===== src/rtl/riscv_mem_pkg.sv =====
// Shared definitions for the RV32 MEM stage: funct3 access codes,
// bus FSM states and datapath width.
package riscv_mem_pkg;

  localparam int XLEN = 32;

  localparam logic [2:0] F3_LB  = 3'b000;
  localparam logic [2:0] F3_LH  = 3'b001;
  localparam logic [2:0] F3_LW  = 3'b010;
  localparam logic [2:0] F3_LBU = 3'b100;
  localparam logic [2:0] F3_LHU = 3'b101;
  localparam logic [2:0] F3_SB  = 3'b000;
  localparam logic [2:0] F3_SH  = 3'b001;
  localparam logic [2:0] F3_SW  = 3'b010;

  typedef enum logic {
    IDLE = 1'b0,
    WAIT = 1'b1
  } mem_state_e;

endpackage


===== src/rtl/load_store_align.sv =====
// Store lane steering, load extraction/extension and misalign detect.
// MISALIGN_CHECK_EN enables the misaligned-access flag.
module load_store_align
  import riscv_mem_pkg::*;
(
  input  logic [1:0]      addr_i,
  input  logic [2:0]      funct3_i,
  input  logic [XLEN-1:0] store_data_i,
  input  logic [XLEN-1:0] rdata_i,
  output logic [XLEN-1:0] wdata_o,
  output logic [3:0]      wstrb_o,
  output logic [XLEN-1:0] load_data_o,
  output logic            misaligned_o
);

  logic        is_h;
  logic        is_w;
  logic        uns;
  logic [1:0]  h_off;
  logic [7:0]  byte_v;
  logic [15:0] half_v;

  assign is_h = (funct3_i == F3_LH) | (funct3_i == F3_LHU)
              | (funct3_i == F3_SH);
  assign is_w = (funct3_i == F3_LW) | (funct3_i == F3_SW);
  assign uns  = (funct3_i == F3_LBU) | (funct3_i == F3_LHU);

  // Halfwords only ever look at addr[1]; addr[0] is the misalign bit.
  assign h_off  = {addr_i[1], 1'b0};
  assign byte_v = rdata_i[{addr_i, 3'b000} +: 8];
  assign half_v = addr_i[1] ? rdata_i[31:16] : rdata_i[15:0];

  always_comb begin
    wdata_o     = store_data_i;
    wstrb_o     = 4'b1111;
    load_data_o = rdata_i;
    unique case (1'b1)
      is_w: begin
        wdata_o     = store_data_i;
        wstrb_o     = 4'b1111;
        load_data_o = rdata_i;
      end
      is_h: begin
        wdata_o     = {2{store_data_i[15:0]}};
        wstrb_o     = 4'b0011 << h_off;
        load_data_o = uns ? {16'b0, half_v}
                          : {{16{half_v[15]}}, half_v};
      end
      default: begin
        wdata_o     = {4{store_data_i[7:0]}};
        wstrb_o     = 4'b0001 << addr_i;
        load_data_o = uns ? {24'b0, byte_v}
                          : {{24{byte_v[7]}}, byte_v};
      end
    endcase
  end

`ifdef MISALIGN_CHECK_EN
  assign misaligned_o = (is_h & addr_i[0])
                      | (is_w & (addr_i != 2'b00));
`else
  assign misaligned_o = 1'b0;
`endif

endmodule


===== src/rtl/mem_stage.sv =====
// RV32 MEM stage: req/ack data bus FSM, stall and MEM/WB register.
// MISALIGN_CHECK_EN enables misaligned-access trapping to WB.
module mem_stage
  import riscv_mem_pkg::*;
#(
  parameter int XLEN   = 32,
  parameter int ADDR_W = 32
) (
  input  logic              clk,
  input  logic              reset,
  input  logic              memread_MEM,
  input  logic              memwrite_MEM,
  input  logic              regwrite_MEM,
  input  logic [4:0]        rd_MEM,
  input  logic [XLEN-1:0]   ALU_data_MEM,
  input  logic [XLEN-1:0]   store_data_MEM,
  input  logic [2:0]        funct3_MEM,
  output logic              mem_req,
  output logic              mem_we,
  output logic [ADDR_W-1:0] mem_addr,
  output logic [XLEN-1:0]   mem_wdata,
  output logic [3:0]        mem_wstrb,
  input  logic [XLEN-1:0]   mem_rdata,
  input  logic              mem_ack,
  output logic              stall_MEM,
  output logic              regwrite_WB,
  output logic [4:0]        rd_WB,
  output logic [XLEN-1:0]   wb_data_WB,
  output logic              misalign_WB,
  output logic [XLEN-1:0]   misalign_addr_WB
);

  mem_state_e      state_q;
  logic            access;
  logic            mis_raw;
  logic            misaligned;
  logic [XLEN-1:0] load_data;
  logic            regwrite_q;
  logic [4:0]      rd_q;
  logic [XLEN-1:0] wb_data_q;

  load_store_align u_align (
    .addr_i       (ALU_data_MEM[1:0]),
    .funct3_i     (funct3_MEM),
    .store_data_i (store_data_MEM),
    .rdata_i      (mem_rdata),
    .wdata_o      (mem_wdata),
    .wstrb_o      (mem_wstrb),
    .load_data_o  (load_data),
    .misaligned_o (mis_raw)
  );

  assign access     = memread_MEM | memwrite_MEM;
  assign misaligned = access & mis_raw;

  // Gated by reset so the request drops even if upstream still asserts access.
  assign mem_req = ~reset
                 & (((state_q == IDLE) & access & ~misaligned)
                 |  (state_q == WAIT));
  assign mem_we    = mem_req & memwrite_MEM;
  assign mem_addr  = {ALU_data_MEM[ADDR_W-1:2], 2'b00};
  assign stall_MEM = mem_req & ~mem_ack;

  always_ff @(posedge clk or posedge reset) begin
    if (reset) begin
      state_q <= IDLE;
    end else begin
      unique case (state_q)
        IDLE: if (mem_req & ~mem_ack) state_q <= WAIT;
        WAIT: if (mem_ack) state_q <= IDLE;
        default: state_q <= IDLE;
      endcase
    end
  end

  always_ff @(posedge clk or posedge reset) begin
    if (reset) begin
      regwrite_q <= 1'b0;
      rd_q       <= 5'd0;
      wb_data_q  <= '0;
    end else if (stall_MEM) begin
      regwrite_q <= 1'b0;
    end else begin
      rd_q <= rd_MEM;
      if (misaligned || memwrite_MEM) begin
        regwrite_q <= 1'b0;
      end else if (memread_MEM) begin
        wb_data_q  <= load_data;
        regwrite_q <= regwrite_MEM;
      end else begin
        wb_data_q  <= ALU_data_MEM;
        regwrite_q <= regwrite_MEM;
      end
    end
  end

  assign regwrite_WB = regwrite_q;
  assign rd_WB       = rd_q;
  assign wb_data_WB  = wb_data_q;

`ifdef MISALIGN_CHECK_EN
  logic            mis_q;
  logic [XLEN-1:0] mis_addr_q;

  always_ff @(posedge clk or posedge reset) begin
    if (reset) begin
      mis_q      <= 1'b0;
      mis_addr_q <= '0;
    end else begin
      mis_q <= misaligned & ~stall_MEM;
      if (misaligned) mis_addr_q <= ALU_data_MEM;
    end
  end

  assign misalign_WB      = mis_q;
  assign misalign_addr_WB = mis_addr_q;
`else
  assign misalign_WB      = 1'b0;
  assign misalign_addr_WB = '0;
`endif

endmodule


===== config.mk =====
export PLATFORM = sky130hd
export DESIGN_NAME = mem_stage
export DESIGN_NICKNAME = d
export VERILOG_FILES = /design/src/rtl/riscv_mem_pkg.sv /design/src/rtl/load_store_align.sv /design/src/rtl/mem_stage.sv
export SDC_FILE = /design/constraint.sdc
export NUM_CORES = 1
export LEC_CHECK = 0
export ABC_AREA = 1
export BUFFER_PORTS_ARGS = -buffer_cell sky130_fd_sc_hd__buf_2
export CORE_MARGIN = 2
export CORE_UTILIZATION = 45
export CTS_CLUSTER_SIZE = 40
export DETAILED_ROUTE_END_ITERATION = 8
export GPL_TIMING_DRIVEN = 1
export PLACE_DENSITY = 0.82
export RECOVER_POWER = 100
export SLEW_MARGIN = 40
export SYNTH_ARGS = -nofsm -noshare
export SYNTH_HDL_FRONTEND = slang
export SYNTH_HIERARCHICAL = 1
export SYNTH_SLANG_ARGS = --single-unit

===== constraint.sdc =====
create_clock -name clk -period 1.9 [get_ports clk]
set_input_delay 0.19 -clock clk [delete_from_list [all_inputs] [get_ports clk]]
set_output_delay 0.19 -clock clk [all_outputs]
set_load 0.005 [all_outputs]

==> results.yml, run 1 <==
outcome:
  status: "finished clean"
clock_tree:
  tritoncts: "done"
  cts_sinks: 39
  cts_max_level: 2
  hold_buffers: 0
  cts_setup_buffers: 0
  root_buffer: "clkbuf_8"
  cts_made_buffers: 5
  cts_buffer_depth: 2
  clkSlewWorstSetupHoldPaths_ns: 0.08
  insertion_delay_ns: 0.29
  cts.repair.resized: 0
timing:
  fmax_mhz: 604
  fin_crit_sh_pct: 87.1
  fin_crit_ns: 1.66
  final.setup.tns_ns: 0
  hold_viol: 0
  tightest_slew_ns: 0.608
  timing.slew.headroom_pct: 59.3
  grt_setup_unrepaired: "no"
  final_max_slew_viol_count: 0
  setup_viol: 0
  fin_skew_ns: 0.00680
detailed_routing:
  viasPerCell: 4.71
  wirelength_mm: 12.0
  drc: 0
  wl_per_cell_um: 12.4
  initialDrtViolationCount: 267
  drtPass1Iterations: 5
  vias: 4547
  postRouteAntennaNets: 0
critical_path:
  critPathCaptureType: "primary output"
  required_ns: 1.71
  critPathArrivalTime_ns: 1.47
  path_class: "input pin to primary output"
  startpoint_type: "input pin"
  path_max_fanout: 18
  r2r_slack_ns: 0.31
  crit_start: "funct3_MEM[0]"
  timing.rr.start: "state_q"
die:
  fp.dieW_um: 100
  start_util_pct: 45.6
  dieArea_mm2: 0.0100
  dieHeight_um: 100
  coreArea_mm2: 0.00911
  ios: 252
  rows: 35
placement:
  port_buffers: 216
  gp_congestion: 0.886
  dpl.hpwl_mm: 9.42
cells_and_area:
  syn2layout_area_growth_pct: 16.0
  drive_gt1_share_pct: 23.2
  fin_nets: 963
  final_cell_mix: "290 x nand2_1, 157 x buf_2, 88 x inv_1"
  postLayoutCoreUtil_pct: 52.9
  mostFrequentLayoutCell: "nand2_1"
synth:
  yosysTopAreaCell: "nand2_1"
  syn_area_per_cell_um2: 5.99
  yosys.cell_types.count: 23
  netlist_area_mm2: 0.00415
  synth.ff_latch_count: 39
  yosys-top-cells-area: "nand2_1 26%, dfrtp_1 23%, buf_4 15%, nand3_1 8.6%, inv_1 7.8%"
  synth_top_area_share_pct: 26.1
  netlist_instances: 694
  ys_seq_area_share_pct: 23.5
  ys_warn_count: 6
global_routing:
  grt.overflow.total: 0
  grt.total_usage_pct: 23.3
  antenna_found_initial: 1
  grt_max_degree: 66
  grt-busiest-layer: "met2"
  grt_use_met1_pct: 28.9
  grt_util_met2_pct: 42.8
  grtUsageMet3_pct: 3.06
  grt_pass1_wl_mm: 19.0
  grt_pass1_vias: 4057
hold_path:
  hp-class: "input pin to async pin"
power:
  p_leak_nw: 2.98
  pwr_density_cell_mw_per_mm2: 564
  ir_worst_vdd_uv: 232
run:
  maxCapViolations: 0
## logic make-up after synthesis
family	after synthesis	share of synthesized area [%]
simple gates	379	39.2
flops	39	23.5
buf+inv	205	28.5
other cells	2	0.181
compound gates	69	8.67
## cell type report
class | instances | area [um2]
timing repair buffer | 229 | 1110
inverter | 94 | 365
clock buffer | 5 | 68.8
multi-input combinational | 484 | 2120
sequential | 39 | 976
antenna | 1 | 2.50
clock inverter | 3 | 43.8
fill | 1035 | 4290
tap | 111 | 139
## sequential cells by signal, indices dropped and copies added, names as in the netlist
register and flops:
wb_data_WB 32, state_q 1, rd_WB 5, regwrite_WB 1
## critical path, stage by stage
cell,delay (ns)
clkbuf_1,0.11
inv_1,0.10
nand3b_4,0.20
inv_2,0.28
buf_4,0.27
nand2_1,0.10
nand3_1,0.09
clkbuf_1,0.12
## Yosys cell counts
master,number
buf_2,14
inv_2,6
a21oi_4,1
o21ai_2,1
inv_1,86
clkbuf_1,5
dfrtp_1,39
nand2_8,1
nand3_4,3
nand4_1,7
inv_8,1
nand2_1,289
nor2_1,1
buf_6,10
o21ai_1,8
inv_6,1
nand2_2,4
nand3_1,71
buf_4,82
nand2_4,2
conb_1,2
o21ai_0,59
nand3b_4,1
## where the power goes
| part | internal [mW] | total (mW) | switching, mW |
|---|---|---|---|
| clock | 0.391 | 0.699 | 0.308 |
| combinational | 0.400 | 0.998 | 0.598 |
| sequential | 0.955 | 1.02 | 0.0641 |
## per-layer routing
layer	part of all wire, %	wire length [um]	up-vias
met5	0	0	-
met4	0.90	108	0
met3	6.9	833	6
met2	50	6030	203
met1	42	5020	2008
li1	-	-	2330
## metrics by stage
| stage | hold slack [ns] | setup slack (ns) | instances | cell area, um2 | total power, mW |
|---|---|---|---|---|---|
| floorplan | 0.286 | 0.153 | 728 | 4280 | 1.73 |
| global placement | 0.378 | 0.280 | 957 | 4780 | 2.05 |
| detailed placement | 0.385 | 0.253 | 957 | 4780 | 2.06 |
| CTS | 0.0592 | 0.297 | 965 | 4890 | 2.77 |
| global route | 0.0878 | 0.143 | 966 | 4820 | 2.92 |
| finish | 0.0816 | 0.245 | 966 | 4820 | 2.72 |
## final timing paths
path,cells past startpoint,to
max in group asynchronous,3,wb_data_WB[23]
max reg2reg,6,wb_data_WB[17]
min in group clk,2,state_q
min,3,rd_WB[2]
max,8,mem_wdata[28]
min reg2reg,2,wb_data_WB[28]
No activity file was read; power rests on OpenSTA's default activity.
==> inputs of run 2 (changes only) <==
--- a/config.mk
+++ b/config.mk
@@ -5,14 +5,15 @@
 export SDC_FILE = /design/constraint.sdc
 export NUM_CORES = 1
 export LEC_CHECK = 0
-export ABC_AREA = 1
+export ABC_AREA = 0
 export BUFFER_PORTS_ARGS = -buffer_cell sky130_fd_sc_hd__buf_2
 export CORE_MARGIN = 2
-export CORE_UTILIZATION = 45
+export CORE_UTILIZATION = 43
+export CTS_CLUSTER_DIAMETER = 150
 export CTS_CLUSTER_SIZE = 40
 export DETAILED_ROUTE_END_ITERATION = 8
 export GPL_TIMING_DRIVEN = 1
-export PLACE_DENSITY = 0.82
+export PLACE_DENSITY = 0.81
 export RECOVER_POWER = 100
 export SLEW_MARGIN = 40
 export SYNTH_ARGS = -nofsm -noshare
==> results.yml, run 2 <==
cells_and_area:
  syn2layout_area_growth_pct: 30.4
  fillers: 765
  fin_nets: 693
  final_cell_mix: "163 x buf_2, 52 x clkbuf_1, 52 x nand2_1"
  drive_gt1_share_pct: 49.1
  largest_reg_flops: 32
  postLayoutCoreUtil_pct: 56.8
  mostFrequentLayoutCell: "buf_2"
  n_antenna_cell: 0
detailed_routing:
  wirelength_mm: 12.2
  postRouteAntennaNets: 0
  wl_per_cell_um: 17.6
  drtPass1Iterations: 5
  initialDrtViolationCount: 276
  vias: 3724
  drc: 0
  viasPerCell: 5.38
power:
  ir_worst_vdd_uv: 675
  p_seq_share_pct: 34.4
  p_leak_nw: 2.48
  pwr-share-clk_pct: 26.6
  power.internal_mw: 2.16
  switchingPower_uw: 938
  pwr_density_cell_mw_per_mm2: 635
  share_comb_of_total_power_pct: 39.0
  swShare_pct: 30.2
global_routing:
  antenna_found_initial: 0
  grt_pass1_wl_mm: 19.0
  grt_pass1_vias: 3665
  grt.overflow.total: 0
  grt.total_usage_pct: 24.6
  grt_max_degree: 41
critical_path:
  cp_num_buf_inv: 1
  required_ns: 2.07
  critPathArrivalTime_ns: 2.06
  crit_family: "multiplexers"
  startpoint_type: "input pin"
  critPathCaptureType: "flop"
  slowest_stage: "mux4_2"
  slowest_delay_ns: 0.53
  path_class: "input pin to flop"
  crit_path_cell_trace: "buf_2, mux4_2, a32o_2, a311o_1, mux2_2, mux2_1"
  path_max_fanout: 8
clock_tree:
  clkSlewWorstSetupHoldPaths_ns: 0.08
  cts_buffer_depth: 2
  root_buffer: "clkbuf_8"
  cts_sinks: 39
  cts_made_buffers: 5
  insertion_delay_ns: 0.29
  cts_max_level: 2
  tritoncts: "done"
synth:
  synth_ff_type: "dfrtp_1"
  yosysTopAreaCell: "dfrtp_1"
  synth_edf_count: 0
  yosys.cell_types.count: 39
  synth_top_area_share_pct: 26.1
  post-synth-top-count-cell: "buf_4"
  ys_warn_count: 6
  yosys-top-cells-area: "dfrtp_1 26%, buf_4 15%, mux2_2 14%, mux2_1 9.6%, nand2_1 5.2%"
  synth-async-reset-ratio_pct: 100
  netlist_instances: 389
  synth.ff_latch_count: 39
  synth_common_cells: "74 x buf_4, 52 x nand2_1, 45 x mux2_2"
  ys_seq_area_share_pct: 26.1
  netlist_area_mm2: 0.00374
  syn_area_per_cell_um2: 9.63
placement:
  dpl.hpwl_mm: 9.71
  port_buffers: 216
  dp_slack_ns: -0.471
  gp_congestion: 0.965
timing:
  fin_crit_ns: 1.88
  fmax_mhz: 532
  hold_viol: 0
  final_max_slew_viol_count: 0
  setup_viol: 0
  fin_ws_ns: 0.0185
  fin_skew_ns: 0.00804
  grt_setup_unrepaired: "yes"
  fin_crit_sh_pct: 99.0
  tightest_slew_ns: 1.01
  timing.slew.headroom_pct: 32.9
die:
  rows: 34
  ios: 252
  dieHeight_um: 97.3
  coreArea_mm2: 0.00859
  fp.dieW_um: 97.3
  start_util_pct: 43.6
  dieArea_mm2: 0.00947
hold_path:
  hp-class: "input pin to flop"
run:
  maxCapViolations: 0
outcome:
  status: "finished clean"
run 2: changes by cell type in the layout (fill, tap and decap cells not counted), moves of 9 or more:
| cell | before | now |
|---|---|---|
| mux2_4 | 0 | 23 |
| inv_1 | 88 | 2 |
| a21oi_1 | 0 | 9 |
| nand3_1 | 71 | 8 |
| o21ai_0 | 59 | 10 |
| nand2_1 | 290 | 52 |
| a311o_1 | 0 | 16 |
| buf_4 | 13 | 39 |
| mux2_1 | 0 | 20 |
| mux2_2 | 0 | 34 |
run 2: per-stage QoR:
stage / total power [mW] / cell area, um2 / instances / hold slack (ns) / TNS, ns
floorplan: 1.83 / 3990 / 423 / 0.256 / -3.10
global placement: 2.25 / 4770 / 682 / 0.366 / -9.11
detailed placement: 2.29 / 4780 / 682 / 0.384 / -10.97
CTS: 3.14 / 4950 / 692 / 0.0663 / 0
global route: 3.26 / 4880 / 692 / 0.0839 / -0.0130
finish: 3.10 / 4880 / 692 / 0.0872 / 0
run 2: routing by layer:
metal	up-vias	wire [um]	track usage, %
met1	1749	4320	27.4
met2	248	6410	46.7
met3	29	1100	4.46
met4	0	369	8.76
met5	-	0	0
li1	1698	-	-
run 2: power by group through the flow:
stage | logic [mW] | registers (mW) | clock network (mW)
2_1_floorplan | 0.744 | 1.09 | 0
3_3_place_gp | 1.18 | 1.07 | 0
3_5_place_dp | 1.22 | 1.08 | 0
4_1_cts | 1.24 | 1.06 | 0.836
5_1_grt | 1.31 | 1.09 | 0.863
6_report | 1.21 | 1.07 | 0.823
run 2: kinds of logic after synthesis:
family / after synthesis / share of synthesized area [%]
AO/OA/AOI/OAI: 70 / 15.5
buffers and inverters: 108 / 19.4
flip-flops: 39 / 26.1
multiplexers: 87 / 28.6
other: 2 / 0.201
AND/OR/NAND/NOR: 83 / 10.3
run 2: area by class of cell:
type	instances	area [um2]	share of cell area, %
Clock buffer	6	72.6	1.49
Clock inverter	2	60.1	1.23
Inverter	3	11.3	0.231
Multi-Input combinational cell	277	2280	46.7
Sequential cell	39	976	20.0
Tap cell	108	135	2.77
Timing Repair Buffer	257	1350	27.6
run 2: worst register-to-register path: stages (launching register included):
cell and delay [ns]:
dfrtp_1 0.41, nor3b_1 0.35, o32ai_4 0.16, buf_12 0.21
mux2_1 0.35
run 2: worst paths after layout:
check / from / to / slack [ns] / cells after the start
worst max-delay path: mem_rdata[31] / wb_data_WB[19] / 0.02 / 6
worst min-delay path: mem_ack / state_q / 0.09 / 2
worst max register to register: state_q / wb_data_WB[15] / 0.29 / 4
worst min register to register: wb_data_WB[6] / wb_data_WB[6] / 0.49 / 1
max in group asynchronous: reset / wb_data_WB[23] / 1.03 / 3
min in group asynchronous: reset / state_q / 0.23 / 3
run 2: timing repair:
action | 4_1_cts | 5_1_grt
hold buffers | 0 | 0
resized for setup | 7 | 1
endpoints found under the setup margin | 22 | 8
cloned | 1 | 0
pin swaps | 2 | 1
buffers inserted | 1 | 0
hold endpoints to repair | 0 | 0
==> inputs of run 3 (changes only) <==
--- a/config.mk
+++ b/config.mk
@@ -13,7 +13,7 @@
 export CTS_CLUSTER_SIZE = 40
 export DETAILED_ROUTE_END_ITERATION = 8
 export GPL_TIMING_DRIVEN = 1
-export PLACE_DENSITY = 0.81
+export PLACE_DENSITY = 0.89
 export RECOVER_POWER = 100
 export SLEW_MARGIN = 40
 export SYNTH_ARGS = -nofsm -noshare
==> constraint.sdc (replaced) <==
create_clock -name clk -period 2 [get_ports clk]
set_input_delay 0.2 -clock clk [delete_from_list [all_inputs] [get_ports clk]]
set_output_delay 0.2 -clock clk [all_outputs]
set_load 0.005 [all_outputs]
==> results.yml, run 3 (same netlist as run 2, synthesis figures left out) <==
outcome:
  status: "finished clean"
timing:
  timing.slew.headroom_pct: 34.2
  fin_ws_ns: 0.0195
  grt_setup_unrepaired: "no"
  fin_skew_ns: 0.00253
  hold_slack_ns: 0.0844
  tightest_slew_ns: 0.987
  hold_viol: 0
  final_max_slew_viol_count: 0
  fin_crit_sh_pct: 99.0
  fin_crit_ns: 1.98
  fmax_mhz: 505
  setup_viol: 0
cells_and_area:
  fillers: 792
  fin_nets: 681
  mostFrequentLayoutCell: "buf_2"
  n_antenna_cell: 0
  postLayoutCoreUtil_pct: 54.8
  drive_gt1_share_pct: 45.8
  syn2layout_area_growth_pct: 25.7
  largest_reg_flops: 32
  final_cell_mix: "156 x buf_2, 57 x clkbuf_1, 52 x nand2_1"
  fin_area_mm2: 0.00471
detailed_routing:
  wirelength_mm: 12.3
  initialDrtViolationCount: 231
  drtPass1Iterations: 5
  postRouteAntennaNets: 0
  wl_per_cell_um: 18.0
  top_layer_used: "met4"
  vias: 3706
  viasPerCell: 5.45
  wl_met1_mm: 4.22
  met3WireLength_mm: 1.09
  dr_wl_met2_mm: 6.26
  drc: 0
clock_tree:
  clkSlewWorstSetupHoldPaths_ns: 0.08
  cts_max_level: 2
  insertion_delay_ns: 0.29
  cts_sinks: 39
  cts_made_buffers: 5
  root_buffer: "clkbuf_8"
  tritoncts: "done"
  cts_buffer_depth: 2
placement:
  dp_slack_ns: -0.295
  gp_congestion: 0.966
  placed_area_mm2: 0.00470
  dpl.hpwl_mm: 9.97
  port_buffers: 216
critical_path:
  path_max_fanout: 8
  slowest_stage: "mux4_2"
  path_class: "input pin to flop"
  r2r_end: "wb_data_WB[22]"
  critPathCaptureType: "flop"
  r2r_slack_ns: 0.20
  slowest_delay_ns: 0.57
  startpoint_type: "input pin"
  cp_num_buf_inv: 1
  crit_family: "multiplexers"
  rr_worst_depth: 4
  critPathArrivalTime_ns: 2.16
  crit_path_cell_trace: "buf_4, mux4_2, a32o_1, a311o_1, mux2_1, mux2_4"
  required_ns: 2.18
  timing.rr.start: "state_q"
power:
  p_leak_nw: 2.35
  pwr_density_cell_mw_per_mm2: 564
  p_seq_share_pct: 38.2
  swShare_pct: 33.7
  switchingPower_uw: 893
  pwr-share-clk_pct: 20.1
  power.internal_mw: 1.76
  ir_worst_vdd_uv: 441
  share_comb_of_total_power_pct: 41.7
run:
  maxCapViolations: 0
global_routing:
  grt_pass1_wl_mm: 19.0
  grt_pass1_vias: 3751
  antenna_found_initial: 0
  grt_max_degree: 41
  grt.total_usage_pct: 24.9
  grt.overflow.total: 0
die:
  coreArea_mm2: 0.00859
  rows: 34
  dieArea_mm2: 0.00947
  fp.dieW_um: 97.3
  start_util_pct: 43.6
  dieHeight_um: 97.3
  ios: 252
hold_path:
  whs_path_depth: 2
  hp-class: "input pin to flop"
  min_to: "state_q"
  hp-start: "mem_ack"
-- run 3: layout make-up --
cell class | instances | area, um2 | share of cell area [%]
clock inverters | 3 | 20.0 | 0.425
flip-flops and latches | 39 | 976 | 20.7
multi-input cells | 277 | 2250 | 47.9
inverters | 3 | 11.3 | 0.239
repair buffers | 245 | 1240 | 26.4
clock buffers | 5 | 68.8 | 1.46
well taps | 108 | 135 | 2.87
-- run 3: worst max path at each step --
stage	end	depth (start not counted)	from	slack, ns
2_1_floorplan	wb_data_WB[21]	7	ALU_data_MEM[0]	-0.11
3_3_place_gp	wb_data_WB[19]	6	ALU_data_MEM[1]	-0.22
3_5_place_dp	wb_data_WB[22]	6	ALU_data_MEM[1]	-0.30
4_1_cts	wb_data_WB[22]	6	ALU_data_MEM[1]	0.008
5_1_grt	wb_data_WB[22]	6	ALU_data_MEM[0]	0.005
6_report	wb_data_WB[17]	6	ALU_data_MEM[0]	0.02
-- run 3: timing repair --
item                                   CTS  global route
resized for setup                        0             6
setup endpoints to repair                0            22
endpoints found under the hold margin    0             0
buffers inserted                         0             0
hold buffers                             0             0
-- run 3: power by group through the flow --
stage,logic [mW],clock network (mW),registers [mW]
CTS,1.15,0.544,1.01
global placement,1.10,0,1.02
floorplan,0.704,0,1.03
finish,1.11,0.534,1.01
detailed placement,1.15,0,1.02
global route,1.20,0.587,1.03
-- run 3: per-stage QoR --
stage                     power [mW]  setup TNS (ns)  std cells
after floorplan                 1.74           -1.21        423
after global placement          2.12           -4.37        671
after detailed placement        2.17           -6.04        671
after CTS                       2.70               0        679
after global routing            2.82               0        680
final                           2.65               0        680
-- run 3: per-layer routing --
metal	global-route usage (%)	up-vias
met5	0	-
met4	13.1	0
met3	4.82	53
met2	46.3	246
met1	26.5	1730
li1	-	1677
